**src/rtl/mux_arb_pkg.sv**
```systemverilog
// Shared types and reset constants for the two-requester mux select arbiter.
package mux_arb_pkg;

    typedef enum logic [1:0] {
        StIdle,
        StGuard,
        StGrant0,
        StGrant1
    } mux_arb_state_t;

    typedef logic mux_arb_owner_t;

    localparam logic           SelRst       = 1'b0;
    // Requester 0 wins the first contested arbitration after reset.
    localparam mux_arb_owner_t LastOwnerRst = 1'b1;

    function automatic mux_arb_state_t grant_state(input mux_arb_owner_t owner);
        return owner ? StGrant1 : StGrant0;
    endfunction

endpackage

```
**src/rtl/mux_arb_timer.sv**
```systemverilog
// Loadable down-counter with zero flag; times the settle interval after a sel change.
module mux_arb_timer #(
    parameter int unsigned Width = 2
) (
    input  logic             clk_i,
    input  logic             rst_i,
    input  logic             load_i,
    input  logic [Width-1:0] load_val_i,
    input  logic             dec_i,
    output logic             zero_o
);

    logic [Width-1:0] cnt_q;

    always_ff @(posedge clk_i) begin
        if (rst_i) begin
            cnt_q <= '0;
        end else if (load_i) begin
            cnt_q <= load_val_i;
        end else if (dec_i && (cnt_q != '0)) begin
            cnt_q <= cnt_q - 1'b1;
        end
    end

    assign zero_o = (cnt_q == '0);

endmodule

```
**src/rtl/mux_sel_arbiter.sv**
```systemverilog
// Round-robin owner of the mux16to8 sel input with bounded hold and a settle guard.
// Optional grant/preempt statistics are built when MUX_ARB_STATS_EN is defined.
module mux_sel_arbiter
    import mux_arb_pkg::*;
#(
    parameter int GUARD_CYCLES = 2,
    parameter int MAX_HOLD     = 8
`ifdef MUX_ARB_STATS_EN
    ,
    parameter int CNT_W        = 16
`endif
) (
    input  logic             clk,
    input  logic             rst,
    input  logic             req0,
    input  logic             req1,
    output logic             gnt0,
    output logic             gnt1,
    output logic             sel,
    output logic             bus_valid
`ifdef MUX_ARB_STATS_EN
    ,
    output logic [CNT_W-1:0] grant_cnt0,
    output logic [CNT_W-1:0] grant_cnt1,
    output logic [CNT_W-1:0] preempt_cnt
`endif
);

    localparam int HoldW  = (MAX_HOLD > 1) ? $clog2(MAX_HOLD) : 1;
    localparam int GuardW = (GUARD_CYCLES > 1) ? $clog2(GUARD_CYCLES) : 1;
    localparam logic [HoldW-1:0]  HoldMax   = HoldW'(MAX_HOLD - 1);
    // The timer is loaded on the sel change, so it counts the guard cycles after the first one.
    localparam logic [GuardW-1:0] GuardLoad = GuardW'((GUARD_CYCLES > 0) ? GUARD_CYCLES - 1 : 0);
    localparam bit                GuardEn   = (GUARD_CYCLES > 0);

    mux_arb_state_t   state_q, state_d;
    logic             sel_q, sel_d;
    logic             gnt0_q, gnt1_q;
    mux_arb_owner_t   last_owner_q, last_owner_d;
    mux_arb_owner_t   target, owner;
    logic [HoldW-1:0] hold_q, hold_d;
    logic             guard_load, guard_dec, guard_zero;
    logic             own_req, other_req, at_max;

    assign owner     = (state_q == StGrant1);
    assign own_req   = owner ? req1 : req0;
    assign other_req = owner ? req0 : req1;
    assign at_max    = (hold_q == HoldMax);

    mux_arb_timer #(
        .Width(GuardW)
    ) u_guard_timer (
        .clk_i     (clk),
        .rst_i     (rst),
        .load_i    (guard_load),
        .load_val_i(GuardLoad),
        .dec_i     (guard_dec),
        .zero_o    (guard_zero)
    );

    always_comb begin
        state_d      = state_q;
        sel_d        = sel_q;
        hold_d       = hold_q;
        last_owner_d = last_owner_q;
        guard_load   = 1'b0;
        guard_dec    = 1'b0;
        target       = sel_q;
        unique case (state_q)
            StIdle: begin
                target = (req0 && req1) ? ~last_owner_q : req1;
                if (req0 || req1) begin
                    if (target == sel_q) begin
                        state_d = grant_state(target);
                    end else begin
                        sel_d = target;
                        if (GuardEn) begin
                            guard_load = 1'b1;
                            state_d    = StGuard;
                        end else begin
                            state_d = grant_state(target);
                        end
                    end
                end
            end
            StGuard: begin
                guard_dec = 1'b1;
                if (guard_zero) begin
                    state_d = (sel_q ? req1 : req0) ? grant_state(sel_q) : StIdle;
                end
            end
            StGrant0, StGrant1: begin
                if (!own_req || (other_req && at_max)) begin
                    if (other_req) begin
                        sel_d = ~owner;
                        if (GuardEn) begin
                            guard_load = 1'b1;
                            state_d    = StGuard;
                        end else begin
                            state_d = grant_state(~owner);
                        end
                    end else begin
                        state_d = StIdle;
                    end
                end else if (!at_max) begin
                    hold_d = hold_q + 1'b1;
                end
            end
            default: state_d = StIdle;
        endcase
        // Every new grant, including a zero-guard owner swap, starts its hold count afresh.
        if (state_d != state_q) begin
            hold_d = '0;
        end
        if (state_d == StGrant0) begin
            last_owner_d = 1'b0;
        end else if (state_d == StGrant1) begin
            last_owner_d = 1'b1;
        end
    end

    always_ff @(posedge clk) begin
        if (rst) begin
            state_q      <= StIdle;
            sel_q        <= SelRst;
            gnt0_q       <= 1'b0;
            gnt1_q       <= 1'b0;
            last_owner_q <= LastOwnerRst;
            hold_q       <= '0;
        end else begin
            state_q      <= state_d;
            sel_q        <= sel_d;
            gnt0_q       <= (state_d == StGrant0);
            gnt1_q       <= (state_d == StGrant1);
            last_owner_q <= last_owner_d;
            hold_q       <= hold_d;
        end
    end

    assign gnt0      = gnt0_q;
    assign gnt1      = gnt1_q;
    assign sel       = sel_q;
    assign bus_valid = gnt0_q | gnt1_q;

`ifdef MUX_ARB_STATS_EN
    localparam logic [CNT_W-1:0] CntMax = '1;

    logic [CNT_W-1:0] grant_cnt0_q, grant_cnt1_q, preempt_cnt_q;
    logic             enter0, enter1, preempt;

    assign enter0  = (state_d == StGrant0) && (state_q != StGrant0);
    assign enter1  = (state_d == StGrant1) && (state_q != StGrant1);
    assign preempt = ((state_q == StGrant0) || (state_q == StGrant1)) &&
                     own_req && other_req && at_max;

    always_ff @(posedge clk) begin
        if (rst) begin
            grant_cnt0_q  <= '0;
            grant_cnt1_q  <= '0;
            preempt_cnt_q <= '0;
        end else begin
            if (enter0 && (grant_cnt0_q != CntMax)) grant_cnt0_q <= grant_cnt0_q + 1'b1;
            if (enter1 && (grant_cnt1_q != CntMax)) grant_cnt1_q <= grant_cnt1_q + 1'b1;
            if (preempt && (preempt_cnt_q != CntMax)) preempt_cnt_q <= preempt_cnt_q + 1'b1;
        end
    end

    assign grant_cnt0  = grant_cnt0_q;
    assign grant_cnt1  = grant_cnt1_q;
    assign preempt_cnt = preempt_cnt_q;
`endif

endmodule

```
**config.mk**
```make
export PLATFORM = sky130hd
export DESIGN_NAME = mux_sel_arbiter
export DESIGN_NICKNAME = d
export VERILOG_FILES = /design/src/rtl/mux_arb_pkg.sv /design/src/rtl/mux_arb_timer.sv /design/src/rtl/mux_sel_arbiter.sv
export SDC_FILE = /design/constraint.sdc
export NUM_CORES = 1
export LEC_CHECK = 0
export CAP_MARGIN = 5
export CORE_AREA = 2 2 39 41
export DETAILED_ROUTE_END_ITERATION = 8
export DIE_AREA = 0 0 41 43
export PLACE_DENSITY = 0.68
export SLEW_MARGIN = 0
export SYNTH_ARGS = -nofsm -noshare
export SYNTH_HDL_FRONTEND = slang
export SYNTH_SLANG_ARGS = --single-unit
```
**constraint.sdc**
```tcl
create_clock -name clk -period 2.3 [get_ports clk]
set_input_delay 0.46 -clock clk [delete_from_list [all_inputs] [get_ports clk]]
set_output_delay 0.46 -clock clk [all_outputs]
set_load 0.05 [all_outputs]
```
==> summary.txt <==
Run status
  – Outcome: completed

Die
  – Chip Width: 41 µm
  – Initial core utilization: 46.47%
  – Area enclosed by the die boundary: 0.001763 mm²
  – CORE AREA: 0.001384 mm²
  – Y dimension of the die: 43 µm
  – I/O pin cnt: 8
  – Number of rows in the core area: 14

Synth
  – Number of synthesized register bits: 10
  – Post-synthesis mux area share: 11.48%
  – Yosys synthesis warning count: 0
  – Most used flip-flop cell after synthesis: sky130_fd_sc_hd__dfxtp_1
  – Average cell area after synthesis: 9.058 µm²
  – Combinational family with the most area after synthesis: simple AND/OR/NAND/NOR gates
  – XOR/XNOR Fraction of Synth Area: 1.362%
  – Post-synthesis cell type count: 37
  – Adder-cell area share of the yosys netlist: 5.837%
  – Area fraction in and, or, nand and nor cells after synthesis: 26.26%
  – Cell area after technology mapping: 643.1 µm²
  – Compound-gate portion of the synthesized area: 17.51%
  – Proportion of register bits with asynchronous set or reset after synthesis: 0%
  – EDFF count, synth: 0
  – Seq/Total Area, Yosys: 31.13%
  – Post-synth net total: 78
  – Gate count of the mapped netlist: 71

Final layout
  – Most common library cell in the layout ignoring fill and taps: sky130_fd_sc_hd__dfxtp_1
  – Ant. Diodes: 0
  – Final net count: 88
  – Highest-count cells in the layout ignoring fill and taps: sky130_fd_sc_hd__dfxtp_1, sky130_fd_sc_hd__nor2_1, sky130_fd_sc_hd__clkdlybuf4s50_1
  – Sequential cell area: 200.2 µm²
  – Area growth from synthesis to final layout: 16.93%
  – Non-Filler Instances: 95
  – Area taken by multi-input logic gates: 401.6 µm²
  – Fill cell count: 131
  – Fraction of layout cells with a size suffix above 1: 22.78%

Worst setup path
  – Cell family contributing the most delay on the critical path: compound AO/OA/AOI/OAI gates
  – Worst Path Required: 2.45 ns
  – WP data arrival: 2.23 ns
  – Critical-path cell with the highest stage delay: sky130_fd_sc_hd__clkdlybuf4s50_1
  – Crit path kind: primary input to flop
  – Highest cell delay on the worst timing path: 0.46 ns
  – Setup crit start kind: primary input
  – Number of buffer and inverter instances along the worst setup path: 1
  – CP Cell Sequence: clkdlybuf4s50_1, a21bo_2, ha_1, nor2_1, o32ai_1, a22oi_1, mux2_2
  – Crit path capture type: flop
  – Maximum net fanout on the critical path: 3

Clocking
  – Root buffer selected by CTS: sky130_fd_sc_hd__clkbuf_4
  – Number of sinks driven by the clock tree: 10
  – Buffer levels on the longest clock path: 2
  – TritonCTS buffer count: 3
  – Cts hold-fix bufs: 0
  – H-tree levels: 1
  – CTS tree: done
  – Clock input transition at the sequential cells of the worst setup and hold paths: 0.06 ns
  – Resized cells post-CTS: 0
  – Clock latency reported for the late side of the worst-skew pair: 0.26 ns
  – Post-CTS Repair Setup Buffers: 0

Detailed routing
  – Final ANT Viol Nets: 0
  – Drt via density: 5.726
  – Number of DRC markers in iteration 0: 7
  – Wire length reported by the detailed router: 1.229 mm
  – Iteration count of the initial detailed-routing pass: 4
  – Routed len/inst: 12.94 µm
  – Via count: 544
  – Remaining routing DRC violations: 0

Place
  – # port buffers: 7
  – Inst Count DP: 92
  – Weighted congestion at the end of routability-driven global placement: 0.8035
  – HPWL after DPL: 948.7 µm

Pwr
  – Pwr per Cell Area: 1240 mW/mm²
  – Worst supply voltage drop on vdd: 829.6 µV
  – Leakage: 0.0002747 µW

STA
  – RSZ-0062 raised after global routing: false
  – Final sum of negative setup slack: 0 ns
  – Pins over their slew limit: 0
  – Worst slew margin relative to its limit: 67.06%
  – Final min period: 2.076 ns
  – Number of hold violations in the final report: 0
  – Worst Max-Slew Pin Slew: 0.4925 ns
  – Final setup violation count: 0
  – Post-route clock period utilization: 90.27%
  – Achievable Freq: 0.4817 GHz
  – Clock skew after layout: 0.004799 ns

Job
  – Count of max-cap constraint violations: 0

Global routing
  – First-pass GRT wire length: 2.173 mm
  – Number of global-route vias before repair: 528
  – Antenna violations before repair: 0
  – Grt total ovfl: 0
  – Maximum number of pins on one net before global-route repair: 13
  – GRT Resource Usage Total: 18.03%

Min path
  – Path type of the worst min-delay path: flop to flop
[path summary, 6_finish.rpt]
path         slack [ns]                          endpoint                              from  depth (start not counted)
max                0.22                  sel$_SDFFE_PP0P_                              req1                          7
min                0.51  u_guard_timer.cnt_q$_SDFFE_PP0P_  u_guard_timer.cnt_q$_SDFFE_PP0P_                          2
max reg2reg        0.58                  sel$_SDFFE_PP0P_         last_owner_q$_SDFFE_PP1P_                          6
min reg2reg        0.51  u_guard_timer.cnt_q$_SDFFE_PP0P_  u_guard_timer.cnt_q$_SDFFE_PP0P_                          2
[metal layers]
layer	track usage, %	vias up	wire length [µm]	share of wire [%]
met5	0	-	0	0
li1	-	282	-	-
met3	6.283	2	45	3.7
met1	24.03	250	592	48
met4	6.667	0	25	2.0
met2	25.94	10	566	46
[kinds of logic after synthesis]
logic type / count (synthesis)
mux: 7
flops: 10
simple gates: 27
xor+xnor: 1
compound gates: 14
buf+inv: 9
fa+ha+maj: 3
[worst min-delay path: cells and delay by family, from the launching register on]
| kind | cells | cell delay [ns] |
|---|---|---|
| flip-flops | 1 | 0.31 |
| buffers and inverters | 1 | 0.07 |
| AO/OA/AOI/OAI | 1 | 0.07 |
[per-stage QoR]
stage | hold slack, ns | power (µW) | util [%] | instance area (µm²) | setup slack [ns]
5_1_grt | 0.5344 | 1003 | 54.34 | 752.0 | 0.07984
2_1_floorplan | 0.4600 | 691.2 | - | 643.1 | 0.3583
6_report | 0.5092 | 932.6 | 54.34 | 752.0 | 0.2239
3_3_place_gp | 0.4997 | 813.5 | 52.71 | 729.5 | 0.003932
3_5_place_dp | 0.5029 | 817.4 | 52.71 | 729.5 | -0.05638
4_1_cts | 0.5126 | 939.6 | 54.34 | 752.0 | 0.2216
[area by class of cell]
cell class / count / share of cell area [%]
clock buffer: 3 / 2.995
sequential: 10 / 26.62
timing repair buffer: 10 / 12.31
inverter: 4 / 1.997
tap: 16 / 2.662
multi-input combinational: 52 / 53.41
[registers in the layout (all words and copies together) (netlist names)]
signal               cells
state_q                  2
gnt0                     1
last_owner_q             1
hold_q                   3
u_guard_timer.cnt_q      1
sel                      1
gnt1                     1
[Yosys cell counts, types with 2 or more instances]
cell type | count | area (µm²)
sky130_fd_sc_hd__a31o_2 | 2 | 17.52
sky130_fd_sc_hd__and2_1 | 2 | 12.51
sky130_fd_sc_hd__buf_2 | 3 | 15.01
sky130_fd_sc_hd__dfxtp_1 | 10 | 200.2
sky130_fd_sc_hd__ha_1 | 3 | 37.54
sky130_fd_sc_hd__inv_1 | 4 | 15.01
sky130_fd_sc_hd__mux2_2 | 3 | 33.78
sky130_fd_sc_hd__mux2i_1 | 4 | 40.04
sky130_fd_sc_hd__nand2_1 | 3 | 11.26
sky130_fd_sc_hd__nand3b_1 | 2 | 15.01
sky130_fd_sc_hd__nor2_1 | 7 | 26.28
sky130_fd_sc_hd__nor4_1 | 3 | 18.77
[where the power goes]
part           switching [µW]  internal (µW)  leakage (µW)  total (µW)
Sequential               64.8            223     0.0000819         287
Combinational             294            236      0.000179         530
Clock                    55.1           60.2     0.0000138         115
No activity file was read; power rests on OpenSTA's default activity.
